**src/rtl/fp_mul_pkg.sv**
```systemverilog
// Shared types and constants for the byte-serial FP multiplier.
package fp_mul_pkg;

    typedef enum logic [1:0] {
        LOAD    = 2'd0,
        COMPUTE = 2'd1,
        UNLOAD  = 2'd2
    } state_t;

    // Bit positions inside the 3-bit status flag vector
    localparam int FLG_UNF = 0;
    localparam int FLG_OVF = 1;
    localparam int FLG_INV = 2;

    localparam logic MODE_EXACT    = 1'b0;
    localparam logic MODE_MITCHELL = 1'b1;

endpackage

```
**src/rtl/fp_mul_core.sv**
```systemverilog
// Combinational FP multiply: exact (truncated) and Mitchell log-approximate
// datapaths plus zero/inf/NaN/overflow/underflow handling.
module fp_mul_core
    import fp_mul_pkg::*;
#(
    parameter int EXP_W = 5,
    parameter int MAN_W = 10,
    localparam int W    = 1 + EXP_W + MAN_W
) (
    input  logic [W-1:0] a,
    input  logic [W-1:0] b,
    input  logic         mode,
    output logic [W-1:0] result,
    output logic [2:0]   flags
);

    localparam int EW2  = EXP_W + 2;
    localparam int BIAS = 2**(EXP_W-1) - 1;
    localparam logic signed [EW2-1:0] BIAS_S = EW2'(BIAS);
    localparam logic signed [EW2-1:0] E_OVF  = EW2'(2**EXP_W - 1);
    localparam logic [EXP_W-1:0]      E_ONES = '1;

    logic             sa, sb, s;
    logic [EXP_W-1:0] ea, eb;
    logic [MAN_W-1:0] ma, mb;

    assign sa = a[W-1];
    assign sb = b[W-1];
    assign ea = a[W-2:MAN_W];
    assign eb = b[W-2:MAN_W];
    assign ma = a[MAN_W-1:0];
    assign mb = b[MAN_W-1:0];
    assign s  = sa ^ sb;

    logic a_ones, b_ones, a_zero, b_zero, a_nan, b_nan;

    assign a_ones = (ea == E_ONES);
    assign b_ones = (eb == E_ONES);
    assign a_zero = (ea == '0);
    assign b_zero = (eb == '0);
    assign a_nan  = a_ones && (ma != '0);
    assign b_nan  = b_ones && (mb != '0);

    // Both datapaths are always computed; mode only picks the mantissa/carry
    logic [2*MAN_W+1:0] prod;
    logic [MAN_W:0]     msum;

    assign prod = {1'b1, ma} * {1'b1, mb};
    assign msum = ma + mb;

    logic             c;
    logic [MAN_W-1:0] m;

    // Mantissa and exponent carry: normalise the product by its top bit, or
    // take the carry out of the log-domain mantissa sum
    always_comb begin
        c = 1'b0;
        m = '0;
        if (mode == MODE_MITCHELL) begin
            c = msum[MAN_W];
            m = msum[MAN_W-1:0];
        end else if (prod[2*MAN_W+1]) begin
            c = 1'b1;
            m = prod[2*MAN_W:MAN_W+1];
        end else begin
            c = 1'b0;
            m = prod[2*MAN_W-1:MAN_W];
        end
    end

    // Signed with two guard bits so both overflow and underflow are visible
    logic signed [EW2-1:0] e_int;

    assign e_int = $signed({2'b00, ea}) + $signed({2'b00, eb}) - BIAS_S
                 + $signed({{(EW2-1){1'b0}}, c});

    // Special cases in priority order, then the normal packed result
    always_comb begin
        result = {s, e_int[EXP_W-1:0], m};
        flags  = '0;
        if (a_nan || b_nan || (a_zero && b_ones) || (b_zero && a_ones)) begin
            result         = {1'b0, E_ONES, 1'b1, {(MAN_W-1){1'b0}}};
            flags[FLG_INV] = 1'b1;
        end else if (a_ones || b_ones) begin
            result = {s, E_ONES, {MAN_W{1'b0}}};
        end else if (a_zero || b_zero) begin
            result = {s, {(W-1){1'b0}}};
        end else if (e_int >= E_OVF) begin
            result         = {s, E_ONES, {MAN_W{1'b0}}};
            flags[FLG_OVF] = 1'b1;
        end else if (e_int <= 0) begin
            result         = {s, {(W-1){1'b0}}};
            flags[FLG_UNF] = 1'b1;
        end
    end

endmodule

```
**src/rtl/fp_serial_mul.sv**
```systemverilog
// Byte-serial FP multiplier: LOAD gathers operand bytes LSB first, COMPUTE
// registers the product, UNLOAD streams result bytes with valid/ready.
module fp_serial_mul
    import fp_mul_pkg::*;
#(
    parameter int EXP_W = 5,
    parameter int MAN_W = 10
) (
    input  logic       clk,
    input  logic       rst_n,
    input  logic       ena,
    input  logic       mode,
    input  logic       in_valid,
    output logic       in_ready,
    input  logic [7:0] a_byte,
    input  logic [7:0] b_byte,
    output logic       out_valid,
    input  logic       out_ready,
    output logic [7:0] out_byte,
    output logic       out_last,
    output logic [2:0] flags
);

    localparam int W     = 1 + EXP_W + MAN_W;
    localparam int NB    = (W + 7) / 8;
    localparam int CNT_W = (NB > 1) ? $clog2(NB) : 1;
    localparam logic [CNT_W-1:0] LAST = CNT_W'(NB - 1);

    state_t state, state_nxt;

    logic [CNT_W-1:0]    cnt;
    logic [NB-1:0][7:0]  a_reg, b_reg, res_pad;
    logic [NB*8-1:0]     a_flat, b_flat;
    logic                mode_reg;
    logic [W-1:0]        res_reg, core_res;
    logic [2:0]          flg_reg, core_flg;
    logic                in_fire, out_fire;

    assign in_fire  = in_valid && in_ready;
    assign out_fire = out_valid && out_ready;

    // Padding bits of the last operand byte never reach the core
    assign a_flat  = a_reg;
    assign b_flat  = b_reg;
    assign res_pad = (NB*8)'(res_reg);

    fp_mul_core #(.EXP_W(EXP_W), .MAN_W(MAN_W)) u_core (
        .a      (a_flat[W-1:0]),
        .b      (b_flat[W-1:0]),
        .mode   (mode_reg),
        .result (core_res),
        .flags  (core_flg)
    );

    // State register; reset wins over ena, ena=0 freezes
    always_ff @(posedge clk) begin
        if (!rst_n)
            state <= LOAD;
        else if (ena)
            state <= state_nxt;
    end

    // Next-state: advance on the final byte handshake in each direction
    always_comb begin
        state_nxt = state;
        case (state)
            LOAD:    if (in_fire && cnt == LAST)  state_nxt = COMPUTE;
            COMPUTE: state_nxt = UNLOAD;
            UNLOAD:  if (out_fire && cnt == LAST) state_nxt = LOAD;
            default: state_nxt = LOAD;
        endcase
    end

    // Handshake and output byte decode; out_byte is zero outside UNLOAD
    always_comb begin
        in_ready  = ena && (state == LOAD);
        out_valid = ena && (state == UNLOAD);
        out_byte  = '0;
        out_last  = 1'b0;
        if (state == UNLOAD) begin
            out_byte = res_pad[cnt];
            out_last = (cnt == LAST);
        end
    end

    assign flags = flg_reg;

    // Byte counter, operand capture and result/flag registers
    always_ff @(posedge clk) begin
        if (!rst_n) begin
            cnt      <= '0;
            a_reg    <= '0;
            b_reg    <= '0;
            mode_reg <= MODE_EXACT;
            res_reg  <= '0;
            flg_reg  <= '0;
        end else if (ena) begin
            case (state)
                LOAD: if (in_fire) begin
                    a_reg[cnt] <= a_byte;
                    b_reg[cnt] <= b_byte;
                    if (cnt == '0)
                        mode_reg <= mode;
                    cnt <= (cnt == LAST) ? '0 : cnt + 1'b1;
                end
                COMPUTE: begin
                    res_reg <= core_res;
                    flg_reg <= core_flg;
                    cnt     <= '0;
                end
                UNLOAD: if (out_fire) begin
                    cnt <= (cnt == LAST) ? '0 : cnt + 1'b1;
                end
                default: cnt <= '0;
            endcase
        end
    end

endmodule

```
**config.mk**
```make
export PLATFORM = sky130hd
export DESIGN_NAME = fp_serial_mul
export DESIGN_NICKNAME = d
export VERILOG_FILES = /design/src/rtl/fp_mul_pkg.sv /design/src/rtl/fp_mul_core.sv /design/src/rtl/fp_serial_mul.sv
export SDC_FILE = /design/constraint.sdc
export NUM_CORES = 1
export LEC_CHECK = 0
export CORE_ASPECT_RATIO = 0.8
export CORE_UTILIZATION = 69
export CTS_BUF_LIST = sky130_fd_sc_hd__clkbuf_2 sky130_fd_sc_hd__clkbuf_4 sky130_fd_sc_hd__clkbuf_8
export CTS_CLUSTER_SIZE = 10
export DETAILED_ROUTE_END_ITERATION = 10
export GPL_TIMING_DRIVEN = 0
export PLACE_DENSITY = 0.92
export SYNTH_ARGS = -nofsm -noshare
export SYNTH_HDL_FRONTEND = slang
export SYNTH_SLANG_ARGS = --single-unit
```
**constraint.sdc**
```tcl
create_clock -name clk -period 12.6 [get_ports clk]
set_clock_uncertainty 0.15 [all_clocks]
set_input_delay 2.52 -clock clk [delete_from_list [all_inputs] [get_ports clk]]
set_output_delay 2.52 -clock clk [all_outputs]
set_load 0.02 [all_outputs]
```
Word-level counts from Yosys, hierarchy flattened
Cells that the tools add are included.
{ "word_totals": {"register_bits": 55, "latchBits": 0, "ramBits": 0, "romBits": 0, "inputBits": 22, "out_inout_bits": 14, "elab_cells": 86, "memories": 0} }
{ "op_classes": {"n_addsub": 5, "multipliers": 1, "div": 0, "n_lt_le_gt_ge": 4, "n_eq_ne": 8, "shift": 0, "mux": 31, "n_bitwise": 2, "n_reduce_logical": 26} }
{ "op_table": {"columns": ["op", "n"], "rows": [
  ["2-to-1 mux 15 bit", 4],
  ["bitwise mux 16 bit", 2],
  ["2-to-1 mux 8 bit", 4],
  ["multiplier 11 x 11 -> 22 bit", 1],
  ["2-to-1 mux 10 bit", 2],
  ["nonzero test 10 bit", 2],
  ["2-to-1 mux 16 bit", 1],
  ["adder 10 x 10 -> 11 bit", 1],
  ["logical AND 1 bit", 11],
  ["== test 5 bit, second input constant", 2],
  ["zero test 5 bit", 2],
  ["2-to-1 mux 1 bit", 10],
  ["2-to-1 mux 2 bit", 5],
  ["AND reduction 3 bit", 3],
  ["demux 8 bit (select 1 bit)", 1],
  ["!= test 2 bit, second input constant", 4],
  ["adder 7 x 2 -> 7 bit", 1],
  ["greater-or-equal comparator 7 x 6 -> 1 bit, second input constant", 1],
  ["<= comparator 7 x 1 -> 1 bit, second input constant", 1],
  ["subtractor 7 x 5 -> 7 bit, second input constant", 1],
  ["adder 5 x 5 -> 6 bit", 1],
  ["one-hot mux 2 bit (3 select lines)", 1],
  ["logical OR 1 bit", 5],
  ["AND reduction 4 bit", 1],
  ["10 further kinds", 10]
]} }

Logic depth before layout (Yosys ltp)
{ "logic_depth": {"word_depth": 10, "mapped_depth": 34, "depth_no_buf": 32} }

Modules after synthesis
A second synthesis with hierarchy kept.
{ "hier_totals": {"hier_cells": 881, "hier_area_um2": 7335.8} }
{ "modules_own_cells": {"columns": ["module", "n_inst", "cells_per_inst", "area_each_um2", "seq_area_each_um2"], "rows": [
  ["fp_mul_core", 1, 628, 5112.4, 0.0],
  ["fp_serial_mul", 1, 253, 2223.4, 1101.1]
]} }

Worst setup path before layout
No wires, ideal clock.
{ "synth_path": {"path_type": "register to register", "from": "register a_reg, in the netlist a_flat[7]", "to": "register res_reg[3], in the netlist res_pad[3]", "setup_time_ns": 0.125, "arrival_ns": 7.162, "required_ns": 12.325, "path_slack_ns": 5.164, "path_stages_with_launch": 33, "path_buffers": 3, "synth_period_minus_slack_ns": 7.436, "path_cell_list": "dfxtp_1 > clkbuf_1 > nand2_1 > fa_1 > inv_1 > fa_1 > fa_1 > fa_1 > inv_1 > fa_1 > inv_1 > ha_1 > clkbuf_1 > inv_1 > o21bai_1 > a221oi_1 > a21oi_2 > o21ai_4 > xnor2_2 > buf_6 > nand2_1 > o31ai_1 > ha_1 > inv_1 > ha_1 > xor3_1 > nor3_1 > and2_1 > mux2i_1 > o2bb2ai_1 > nor3_2 > a32oi_1 > o31ai_1"} }
{ "synth_via": {"elab_chain_cells": 10, "elab_cells_between_ends": 19, "cone_classes": "add/sub (2); mul (1); order compare (2); mux (9); reduce/logical (5)"} }
{ "synth_rtl": {"columns": ["element", "line_no", "rtl"], "rows": [
  ["start, declared", "fp_serial_mul.sv:32", "logic [NB-1:0][7:0] a_reg, b_reg, res_pad;"],
  ["start signal, assigned by index", "fp_serial_mul.sv:100", "a_reg[cnt] <= a_byte;"],
  ["multiplier 11 x 11 -> 22 bit", "fp_mul_core.sv:48", "assign prod = {1'b1, ma} * {1'b1, mb};"],
  ["2-to-1 mux 1 bit", "fp_mul_core.sv:62", "end else if (prod[2*MAN_W+1]) begin"],
  ["2-to-1 mux 1 bit", "fp_mul_core.sv:59", "if (mode == MODE_MITCHELL) begin"],
  ["adder 7 x 2 -> 7 bit", "fp_mul_core.sv:75", "+ $signed({{(EW2-1){1'b0}}, c});"],
  ["<= comparator 7 x 1 -> 1 bit", "fp_mul_core.sv:91", "end else if (e_int <= 0) begin"],
  ["2-to-1 mux 15 bit", "fp_mul_core.sv:91", null],
  ["2-to-1 mux 15 bit", "fp_mul_core.sv:88", "end else if (e_int >= E_OVF) begin"],
  ["2-to-1 mux 15 bit", "fp_mul_core.sv:86", "end else if (a_zero || b_zero) begin"],
  ["2-to-1 mux 15 bit", "fp_mul_core.sv:84", "end else if (a_ones || b_ones) begin"],
  ["2-to-1 mux 16 bit (*)", "fp_mul_core.sv:81", "if (a_nan || b_nan || (a_zero && b_ones) || (b_zero && a_ones)) begin"],
  ["end signal, assigned", "fp_serial_mul.sv:107", "res_reg <= core_res;"],
  ["end, declared", "fp_serial_mul.sv:35", "logic [W-1:0] res_reg, core_res;"]
]} }
Mark *: on every way between the ends. The rest lies on a longest branch, timed or not.
A chain may end at the register's enable or synchronous reset.

Worst setup path after layout
{ "layout_path": {"from": "register b_reg, in the netlist b_flat[7]", "to": "register res_reg[3], in the netlist res_pad[3]"} }
{ "layout_via": {"elab_chain_cells": 10, "elab_cells_between_ends": 19, "cone_classes": "add/sub (2); mul (1); order compare (2); mux (9); reduce/logical (5)"} }
{ "layout_rtl": {"columns": ["element", "line_no", "rtl"], "rows": [
  ["start, declared", "fp_serial_mul.sv:32", null],
  ["start signal, assigned by index", "fp_serial_mul.sv:101", "b_reg[cnt] <= b_byte;"],
  ["multiplier 11 x 11 -> 22 bit", "fp_mul_core.sv:48", null],
  ["2-to-1 mux 1 bit", "fp_mul_core.sv:62", null],
  ["2-to-1 mux 1 bit", "fp_mul_core.sv:59", null],
  ["adder 7 x 2 -> 7 bit", "fp_mul_core.sv:75", null],
  ["<= comparator 7 x 1 -> 1 bit", "fp_mul_core.sv:91", null],
  ["2-to-1 mux 15 bit", "fp_mul_core.sv:91", null],
  ["2-to-1 mux 15 bit", "fp_mul_core.sv:88", null],
  ["2-to-1 mux 15 bit", "fp_mul_core.sv:86", null],
  ["2-to-1 mux 15 bit", "fp_mul_core.sv:84", null],
  ["2-to-1 mux 16 bit (*)", "fp_mul_core.sv:81", null]
]} }
Marks and branches as above.

==> impl_metrics.py <==
metrics = {
    "clocking": {
        "clock_path_buffers": 2,
        "clk_latency_ps": 340,
        "cts_sinks": 55,
        "root_buffer": "clkbuf_8",
        "postCtsSetupBuffers": 0,
        "clk_pin_slew_ps": 120,
        "htreeDepth": 2,
        "cts_hold_buffers": 0,
        "post_cts_resized": 0,
        "cts_tree": "built",
        "numCtsBuffers": 5,
    },
    "floorplanning": {
        "initial_core_util_pct": 71.3,
        "die_w_um": 117,
        "pin_count": 36,
        "die_h_um": 94.2,
        "dieArea_um2": 11000,
        "core_area_um2": 10300,
        "rows": 33,
    },
    "cells_and_area": {
        "multi_input_area_um2": 5550,
        "fill_cells": 716,
        "fin_cells": 1083,
        "fin_area_um2": 7950,
        "area_delta_synth_final_pct": 8.41,
        "fin_util_pct": 77.3,
        "antenna_cells": 0,
        "drive_gt1_share_pct": 3.50,
        "register_area_um2": 1100,
        "fin_nets": 1118,
    },
    "power_and_ir_drop": {
        "cellPowerDensity_nw_per_um2": 50.6,
        "power_frac_seq_pct": 45.8,
        "pwr-share-comb_pct": 26.7,
        "switching_share_pct": 35.2,
        "clkPwrFrac_pct": 27.4,
        "p_leak_nw": 3.73,
        "switching_power_uw": 142,
        "p_int_uw": 261,
        "ir_worst_vdd_mv": 0.0662,
    },
    "drt": {
        "routedWlPerCell_um": 18.1,
        "vias": 6628,
        "drtIter0Drc": 677,
        "viasPerCell": 6.12,
        "drcViolationCount": 0,
        "drt-pass1-iter-count": 6,
        "drt.antenna.violating_nets": 0,
        "routed_wl_um": 19600,
    },
    "global_routing": {
        "grt_max_degree": 19,
        "grt_pass1_wl_um": 31400,
        "antenna_found_initial": 0,
        "grt_overflow_total": 0,
        "grt_usage_pct": 37.8,
        "grt_pass1_vias": 6313,
    },
    "placement": {
        "gp_congestion": 0.968,
        "dp.cells": 1075,
        "place_hpwl_um": 15700,
        "placed_cell_area_um2": 7860,
        "io_buffers": 35,
    },
    "yosys": {
        "synth-edff-count": 0,
        "synth_top_area_cell": "fa_1",
        "synth_cells": 900,
        "synth_top_area_share_pct": 22.1,
        "syn-num-nets": 1076,
        "synth_seq_cells": 55,
        "async_flop_share_pct": 0,
        "ys.flop_type": "dfxtp_1",
        "yosys_warnings": 0,
        "synth_cell_type_count": 71,
        "synth_most_common_cell": "nand2_1",
        "ys_top_cells_by_area": "fa_1 (22%), dfxtp_1 (15%), ha_1 (12%)",
        "ys_seq_area_share_pct": 15.0,
        "synth_area_per_cell_um2": 8.15,
        "yosys-top-cells-count": "nand2_1 (140), inv_1 (131), fa_1 (81)",
        "syn_area_um2": 7330,
    },
    "timing": {
        "period_share_pct": 72.0,
        "setup_viol": 0,
        "setup_tns_ps": 0,
        "worstMarginPinSlew_ps": 955,
        "relSlewSlack_pct": 35.9,
        "fin_crit_ps": 9070,
        "maxSlewViolCount": 0,
        "hold_viol": 0,
        "grt_setup_unrepaired": "false",
        "fmax_mhz": 110,
    },
    "critical_path": {
        "critPathArrivalTime_ps": 9150,
        "endpoint_kind": "flop",
        "worstRegToRegCells": 32,
        "startpoint_type": "flop",
        "worst-setup-path-type": "flop to flop",
        "crit_slowest_cell": "a221oi_1",
        "worstPathRequired_ps": 12680,
        "cpPeakStageDelay_ps": 730,
        "path_max_fanout": 10,
    },
    "flow_run": {
        "drv_cap": 0,
    },
    "worst_hold_path": {
        "hold_depth": 2,
        "hp-class": "flop to flop",
    },
    "run_status": {
        "status": "complete, no violations",
    },
}
area by class of cell:
class	count	share of cell area (%)
timing repair buffer	35	4.41
clock buffer	5	0.866
multi-input combinational	673	69.8
clock inverter	3	0.283
sequential	55	13.9
inverter	131	6.19
tap	140	2.20
buffer	41	2.36
metal layers:
layer  track usage [%]  part of all wire, %
met4              6.96                  1.4
met5                 0                    0
met2              56.6                   43
met3              12.8                   14
met1              53.3                   42
worst paths after layout:
kind	endpoint	startpoint	slack (ps)
max	res_pad[3]	b_flat[7]	3530
max reg2reg	res_pad[3]	b_flat[7]	3530
min	b_flat[15]	b_flat[15]	340
min reg2reg	b_flat[15]	b_flat[15]	340
cell families (layout without fill, tap and decap cells):
kind of cell / count (synthesis) / count (layout) / synth area share, %
simple gates: 309 / 309 / 19.8
compound gates: 174 / 174 / 16.2
buf+inv: 172 / 215 / 9.27
fa+ha+maj: 154 / 154 / 34.6
flops: 55 / 55 / 15.0
xor+xnor: 20 / 20 / 2.95
mux: 16 / 16 / 2.18
per-stage QoR:
stage | power [mW] | worst slack [ps] | hold slack [ps]
3_5_place_dp | 0.292 | 3730 | 322
4_1_cts | 0.396 | 3680 | 338
3_3_place_gp | 0.288 | 3930 | 313
6_report | 0.402 | 3530 | 335
2_1_floorplan | 0.256 | 5160 | 285
5_1_grt | 0.416 | 3120 | 370
critical path: cells and delay by family (launching register included):
| kind | cells | cell delay (ps) |
|---|---|---|
| XOR/XNOR | 2 | 480 |
| AO/OA/AOI/OAI | 8 | 2190 |
| AND/OR/NAND/NOR | 5 | 970 |
| adder cells (fa/ha/maj) | 8 | 3360 |
| buffers and inverters | 8 | 1390 |
| flip-flops | 1 | 360 |
| multiplexers | 1 | 70 |
layout by cell type, fill, tap and decap left out, types with 4 or more instances in the layout:
cell type / n
a211oi_1: 5
a21boi_0: 33
a21o_1: 4
a21oi_1: 31
a22oi_1: 9
a31oi_1: 5
and2_1: 43
and3_1: 6
buf_6: 4
clkbuf_1: 33
clkbuf_8: 5
clkdlybuf4s50_1: 35
dfxtp_1: 55
fa_1: 81
ha_1: 73
inv_1: 131
mux2i_1: 16
nand2_1: 140
nand3_1: 14
nand4_1: 4
nor2_1: 51
nor2b_1: 6
nor3_1: 22
o211ai_1: 5
o21a_1: 7
o21ai_0: 29
o21ai_1: 8
o31ai_1: 8
xnor2_1: 8
xor2_1: 9
power by group through the flow:
stage / sequential [mW] / clock, mW / combinational [mW]
floorplan: 0.186 / 0 / 0.0703
global route: 0.185 / 0.113 / 0.119
finish: 0.185 / 0.110 / 0.108
global placement: 0.188 / 0 / 0.101
detailed placement: 0.188 / 0 / 0.104
CTS: 0.184 / 0.107 / 0.105
No activity file was read; power rests on OpenSTA's default activity.
